`src/rtl/serial_sub_pkg.sv`:
```
// Shared types and helpers for the bit-serial subtractor.
package serial_sub_pkg;

  typedef enum logic [1:0] {
    IDLE  = 2'd0,
    SHIFT = 2'd1,
    DONE  = 2'd2
  } state_e;

  // Bit-counter width able to hold the values 0..width.
  function automatic int cnt_w(input int width);
    return $clog2(width + 1);
  endfunction

endpackage

```
`src/rtl/serial_subtractor_fs_cell.sv`:
```
// Combinational one-bit full subtractor: d = a - b - bin, with borrow-out.
module fs_cell (
  input  logic i_a,
  input  logic i_b,
  input  logic i_bin,
  output logic o_d,
  output logic o_bout
);

  assign o_d    = i_a ^ i_b ^ i_bin;
  assign o_bout = (~i_a & i_b) | (~(i_a ^ i_b) & i_bin);

endmodule

```
`src/rtl/serial_subtractor.sv`:
```
// Bit-serial WIDTH-bit subtractor (a - b - bin), LSB first, one fs_cell per bit-cycle.
// Define SERIAL_SUB_OVF_EN to add the signed-overflow output o_ovf.
module serial_subtractor #(
  parameter int WIDTH = 8
) (
  input  logic             clk,
  input  logic             rst_n,
  input  logic             i_start,
  input  logic [WIDTH-1:0] i_a,
  input  logic [WIDTH-1:0] i_b,
  input  logic             i_bin,
  output logic             o_busy,
  output logic             o_done,
  output logic [WIDTH-1:0] o_diff,
`ifdef SERIAL_SUB_OVF_EN
  output logic             o_ovf,
`endif
  output logic             o_bout
);

  import serial_sub_pkg::*;

  localparam int             CW   = cnt_w(WIDTH);
  localparam logic [CW-1:0]  LAST = CW'(WIDTH - 1);

  state_e           r_state;
  state_e           w_state_next;
  logic [WIDTH-1:0] r_a;
  logic [WIDTH-1:0] r_b;
  logic [WIDTH-1:0] r_res;
  logic [WIDTH-1:0] w_res_next;
  logic [WIDTH-1:0] r_diff;
  logic             r_bout;
  logic             r_borrow;
  logic [CW-1:0]    r_cnt;
  logic             w_d;
  logic             w_bout;
  logic             w_last;
`ifdef SERIAL_SUB_OVF_EN
  logic             r_ovf;
`endif

  fs_cell u_cell (
    .i_a    (r_a[0]),
    .i_b    (r_b[0]),
    .i_bin  (r_borrow),
    .o_d    (w_d),
    .o_bout (w_bout)
  );

  assign w_last = (r_cnt == LAST);

  // NOTE: every signal written in always_comb gets a default first, so no latch is inferred.
  always_comb begin
    w_state_next = r_state;
    case (r_state)
      IDLE:    if (i_start) w_state_next = SHIFT;
      SHIFT:   if (w_last)  w_state_next = DONE;
      DONE:    w_state_next = IDLE;
      default: w_state_next = IDLE;
    endcase
  end

  // New bit enters at the MSB; after WIDTH shifts the LSB-first stream is in place.
  always_comb begin
    w_res_next            = r_res >> 1;
    w_res_next[WIDTH-1]   = w_d;
  end

  // NOTE: sequential state uses non-blocking assignments so all flops update from pre-edge values.
  always_ff @(posedge clk or negedge rst_n) begin
    if (!rst_n) r_state <= IDLE;
    else        r_state <= w_state_next;
  end

  // NOTE: datapath registers are reset too, since diff/bout must read 0 straight after reset.
  always_ff @(posedge clk or negedge rst_n) begin
    if (!rst_n) begin
      r_a      <= '0;
      r_b      <= '0;
      r_res    <= '0;
      r_diff   <= '0;
      r_bout   <= 1'b0;
      r_borrow <= 1'b0;
      r_cnt    <= '0;
`ifdef SERIAL_SUB_OVF_EN
      r_ovf    <= 1'b0;
`endif
    end else begin
      case (r_state)
        IDLE: begin
          if (i_start) begin
            r_a      <= i_a;
            r_b      <= i_b;
            r_borrow <= i_bin;
            r_cnt    <= '0;
          end
        end
        SHIFT: begin
          r_a      <= r_a >> 1;
          r_b      <= r_b >> 1;
          r_borrow <= w_bout;
          r_res    <= w_res_next;
          r_cnt    <= r_cnt + CW'(1);
          if (w_last) begin
            r_diff <= w_res_next;
            r_bout <= w_bout;
`ifdef SERIAL_SUB_OVF_EN
            // Borrow into the MSB differs from borrow out of it exactly on signed overflow.
            r_ovf  <= r_borrow ^ w_bout;
`endif
          end
        end
        default: ;
      endcase
    end
  end

  assign o_busy = (r_state == SHIFT);
  assign o_done = (r_state == DONE);
  assign o_diff = r_diff;
  assign o_bout = r_bout;
`ifdef SERIAL_SUB_OVF_EN
  assign o_ovf  = r_ovf;
`endif

endmodule

```
`config.mk`:
```
export PLATFORM = sky130hd
export DESIGN_NAME = serial_subtractor
export DESIGN_NICKNAME = d
export VERILOG_FILES = /design/src/rtl/serial_sub_pkg.sv /design/src/rtl/serial_subtractor_fs_cell.sv /design/src/rtl/serial_subtractor.sv
export SDC_FILE = /design/constraint.sdc
export NUM_CORES = 1
export LEC_CHECK = 0
export ABC_AREA = 1
export BUFFER_PORTS_ARGS = -buffer_cell sky130_fd_sc_hd__buf_2
export CORE_MARGIN = 2
export CORE_UTILIZATION = 25
export DETAILED_ROUTE_END_ITERATION = 16
export HOLD_SLACK_MARGIN = 0.03
export SETUP_SLACK_MARGIN = 0.2
export SYNTH_ARGS = -nofsm -noshare
export SYNTH_HDL_FRONTEND = slang
export SYNTH_SLANG_ARGS = --single-unit
```
`constraint.sdc`:
```
create_clock -name clk -period 1.2 [get_ports clk]
set_input_delay 0.24 -clock clk [delete_from_list [all_inputs] [get_ports clk]]
set_output_delay 0.24 -clock clk [all_outputs]
set_load 0.1 [all_outputs]
```
==> results.txt <==
* Maximum ir drop on the vdd rail: just over 2 mV
- Among cell families on the critical path, the largest total delay comes from buffers and inverters.
* Post-Route Hold Slack: around 0.14 ns
- Violation count after the first detailed-routing iteration: 65
* Cell breakdown of the critical path: nand2_4 -> inv_4 -> buf_4 -> buf_8 -> buf_4 -> buf_8 -> nand2_4 -> nand3_2
* Setup TNS: -2.30 ns
- Failing checks: setup timing
- Count of synthesis-stage warnings from yosys: 0
* First-pass GRT wire length: 6.73 mm
- In the final routed layout, each cell accounts on average for 12.9 um.
- Placed inst area: between 2000 and 2500 um^2
* Clock tree from TritonCTS: yes
- Worst Path Max Fanout: 6
* Met2 routing resource usage after global routing: between 10% and 20%
* Number of buffers and inverters on the critical path: 5
* Most congested layer reported by global routing: met2
* Layout net count: around 280
* Area of the core: 6680 um^2
* CP startpoint kind: flop
* Critical hold path startpoint: i_b[7]
- Pre-Repair DR Iteration Count: 4
- Final Hold Fails: 0
- Die Footprint: between 7000 and 8000 um^2
* Number of max-cap violations: 0
- Setup repair after global routing could not meet its margin everywhere.
- The number of slew-limit violations in the final report is 0.
* Register bit total from synthesis: 39
* DRC violation count after routing: 0
* Filler-free cell count of the finished design: about 340
- After layout, the worst setup slack is -0.140 ns.
* Total power after layout: 8.66 mW
* Number of buffers inserted by port buffering: 30
- Synthesis produced a netlist whose cell count is 192.
- Diode insertion count for antenna repair: 0
- The initial antenna violation count is 0.
* Number of buffers inserted during clock tree synthesis: 5
* Number of vias per cell after detailed routing: 4.54
* Insertion delay to the later sink of the worst-skew pair: slightly below 0.3 ns
- Gpl congestion: 0.734
- Number of buffers on the longest clock path: 2
* Data arrival at the endpoint of the critical path: approximately 1.5 ns
- CTS Root Buffer Type: sky130_fd_sc_hd__clkbuf_8
- Counting every net in the synthesized netlist gives 214.
* Largest net degree at the start of global routing: 40
* Post-Synthesis Mean Instance Area: 8.89 um^2
- The final route contains 1534 vias.
- The count of nets left with antenna violations once routing finished came out at 0.
- After filler insertion, the fill cell instance count of the layout stands at 646.
- In this design, the stage delay of the slowest critical-path cell is 0.45 ns.
- Met3 Resource Use GR: 3.33%
- Setup violations remaining at the end of the flow were counted as 30.
- For this run the aggregate overflow at the end of global routing stands at 0.
* Result of the run: finished, violations left
* Global-route met1 utilization: 14.8%
- The final layout contains routed wiring with a total length of approximately 4.4 mm.
- In this run the number of H-tree levels came out at 2.
- Count of standard-cell rows: 30
- Critical Setup Path Class: flop to flop
- Starting utilization of the core area: 25.5%
- CTS saw 39 sinks.
* Reg2reg start: r_state[0]
- For this design the static power due to leakage is 1.38 nW.
* Area of the mapped netlist: approximately 1700 um^2
- Worst-Margin Slew: roughly 0.21 ns
* Final period utilization: 112%
- The number of placed instances, taps included, is between 300 and 400.
- Final cell utilization of the core: a little over two fifths
- Fmax: about 750 MHz
- Setup Skew: 0.00671 ns
- Power Dens Cells: 3070 nW/um^2
* Layout cells sized above 1: about half
* Die X-Extent: 86.6 um
- Once detailed placement completed, the half-perimeter wirelength came to approximately 2.4 mm.
- Critical-path cell with the highest stage delay: sky130_fd_sc_hd__dfrtp_2
- After routing the design area is between 2000 and 3000 um^2.
* Number of I/O pins: 31
- The worst setup path is captured at a flop.
- Clock period minus final worst setup slack: 1.34 ns
* Distinct cell type count after synthesis: 18
- Headroom to the max-slew limit came out at between 80 and 90%.
- Area added between synthesis and finish: 65.5%
* Clk pin slew, worst setup/hold paths: ~0.07 ns
- For the worst setup path, the data required time is 1.38 ns.
- Number of global-route vias before repair: ~1400
- Hold Crit Class: input pin to flop
- The floorplan step set the die height to ~87 um.
- In this run the worst setup path begins at r_state[0].
* Setup slack at placement: between 0.04 and 0.05 ns
- After synthesis, flip-flops and latches occupy around 57% of the total area.
- Total global-route track usage: a little under an eighth
-- final timing paths --
| kind | to | slack [ns] | depth (start not counted) |
|---|---|---|---|
| worst max-delay path | r_a[5] | -0.14 | 8 |
| worst min-delay path | r_b[7] | 0.14 | 3 |
| worst max register to register | r_a[5] | -0.14 | 8 |
| worst min register to register | r_res[1] | 0.49 | 2 |
| max in group asynchronous | r_state[0] | 0.55 | 3 |
| min in group asynchronous | o_diff[4] | 0.45 | 3 |
-- synthesized netlist by cell type --
cell type / instances / area (um^2)
sky130_fd_sc_hd__inv_4: 1 / 6.26
sky130_fd_sc_hd__nor2_4: 1 / 11.3
sky130_fd_sc_hd__ha_1: 1 / 12.5
sky130_fd_sc_hd__buf_2: 5 / 25.0
sky130_fd_sc_hd__buf_4: 2 / 15.0
sky130_fd_sc_hd__nand2_2: 3 / 18.8
sky130_fd_sc_hd__o21bai_1: 1 / 7.51
sky130_fd_sc_hd__dfrtp_1: 39 / 976
sky130_fd_sc_hd__nand4_1: 1 / 6.26
sky130_fd_sc_hd__nand3_1: 47 / 235
sky130_fd_sc_hd__nor2_2: 1 / 6.26
sky130_fd_sc_hd__o21ai_0: 8 / 40.0
sky130_fd_sc_hd__buf_6: 3 / 33.8
sky130_fd_sc_hd__fa_1: 1 / 20.0
sky130_fd_sc_hd__inv_1: 8 / 30.0
sky130_fd_sc_hd__nor2_1: 2 / 7.51
sky130_fd_sc_hd__nand2_1: 67 / 251
sky130_fd_sc_hd__inv_2: 1 / 3.75
-- registers in the layout (all words and copies together), names as in the netlist --
name	cells
o_diff	8
r_cnt	4
r_res	7
r_borrow	1
r_b	8
r_a	8
r_state	2
o_bout	1
-- metal layers --
layer / part of all wire, % / wire length, um
met5: 0 / 0
met4: 0.37 / 16
met3: 5.5 / 238
met2: 49 / 2150
met1: 45 / 1950
-- cells in the final DEF (no fill, tap or decap), types with 2 or more instances in the layout --
cell,count
sky130_fd_sc_hd__nand2_1,45
sky130_fd_sc_hd__nand3_1,33
sky130_fd_sc_hd__dfrtp_1,29
sky130_fd_sc_hd__buf_2,19
sky130_fd_sc_hd__buf_4,18
sky130_fd_sc_hd__nand2_2,17
sky130_fd_sc_hd__buf_12,15
sky130_fd_sc_hd__nand3_2,14
sky130_fd_sc_hd__dfrtp_2,10
sky130_fd_sc_hd__nand2_4,7
sky130_fd_sc_hd__inv_1,7
sky130_fd_sc_hd__o21ai_1,7
sky130_fd_sc_hd__clkbuf_8,5
sky130_fd_sc_hd__buf_6,5
sky130_fd_sc_hd__buf_8,5
sky130_fd_sc_hd__nor2_4,3
sky130_fd_sc_hd__inv_2,2
sky130_fd_sc_hd__nand2_8,2
sky130_fd_sc_hd__clkbuf_1,2
sky130_fd_sc_hd__clkbuf_16,2
-- power by group --
part | leakage, nW | total (mW) | internal, mW | switching [mW]
Combinational | 0.862 | 5.33 | 2.41 | 2.92
Clock | 0.0422 | 0.864 | 0.408 | 0.455
Sequential | 0.480 | 2.46 | 1.94 | 0.526
-- logic make-up after synthesis --
kind of cell | share of synthesized area [%]
AO/OA/AOI/OAI | 2.79
adder cells (fa/ha/maj) | 1.91
buffers and inverters | 6.67
flip-flops | 57.2
AND/OR/NAND/NOR | 31.5
-- what timing repair did --
item / 4_1_cts / 5_1_grt
endpoints found under the setup margin: 50 / 50
hold endpoints to repair: 39 / 0
buffers inserted: 8 / 10
pin swaps: 5 / 5
hold buffers: 1 / 0
gates cloned: 3 / 4
resized for setup: 44 / 29
-- worst register-to-register path, stage by stage (launching register included) --
cell                      delay, ns
sky130_fd_sc_hd__dfrtp_2       0.45
sky130_fd_sc_hd__nand2_4       0.08
sky130_fd_sc_hd__inv_4         0.05
sky130_fd_sc_hd__buf_4         0.13
sky130_fd_sc_hd__buf_8         0.13
sky130_fd_sc_hd__buf_4         0.14
sky130_fd_sc_hd__buf_8         0.14
sky130_fd_sc_hd__nand2_4       0.06
sky130_fd_sc_hd__nand3_2       0.06
-- final cells by class --
class	instances	area (um^2)	share of cell area, %
flip-flops and latches	39	988	35.0
inverters	10	40.0	1.42
clock buffers	7	76.3	2.70
well taps	80	100	3.54
clock inverters	1	5.00	0.177
multi-input cells	134	832	29.5
repair buffers	67	782	27.7
(Power assumes the default switching activity.)
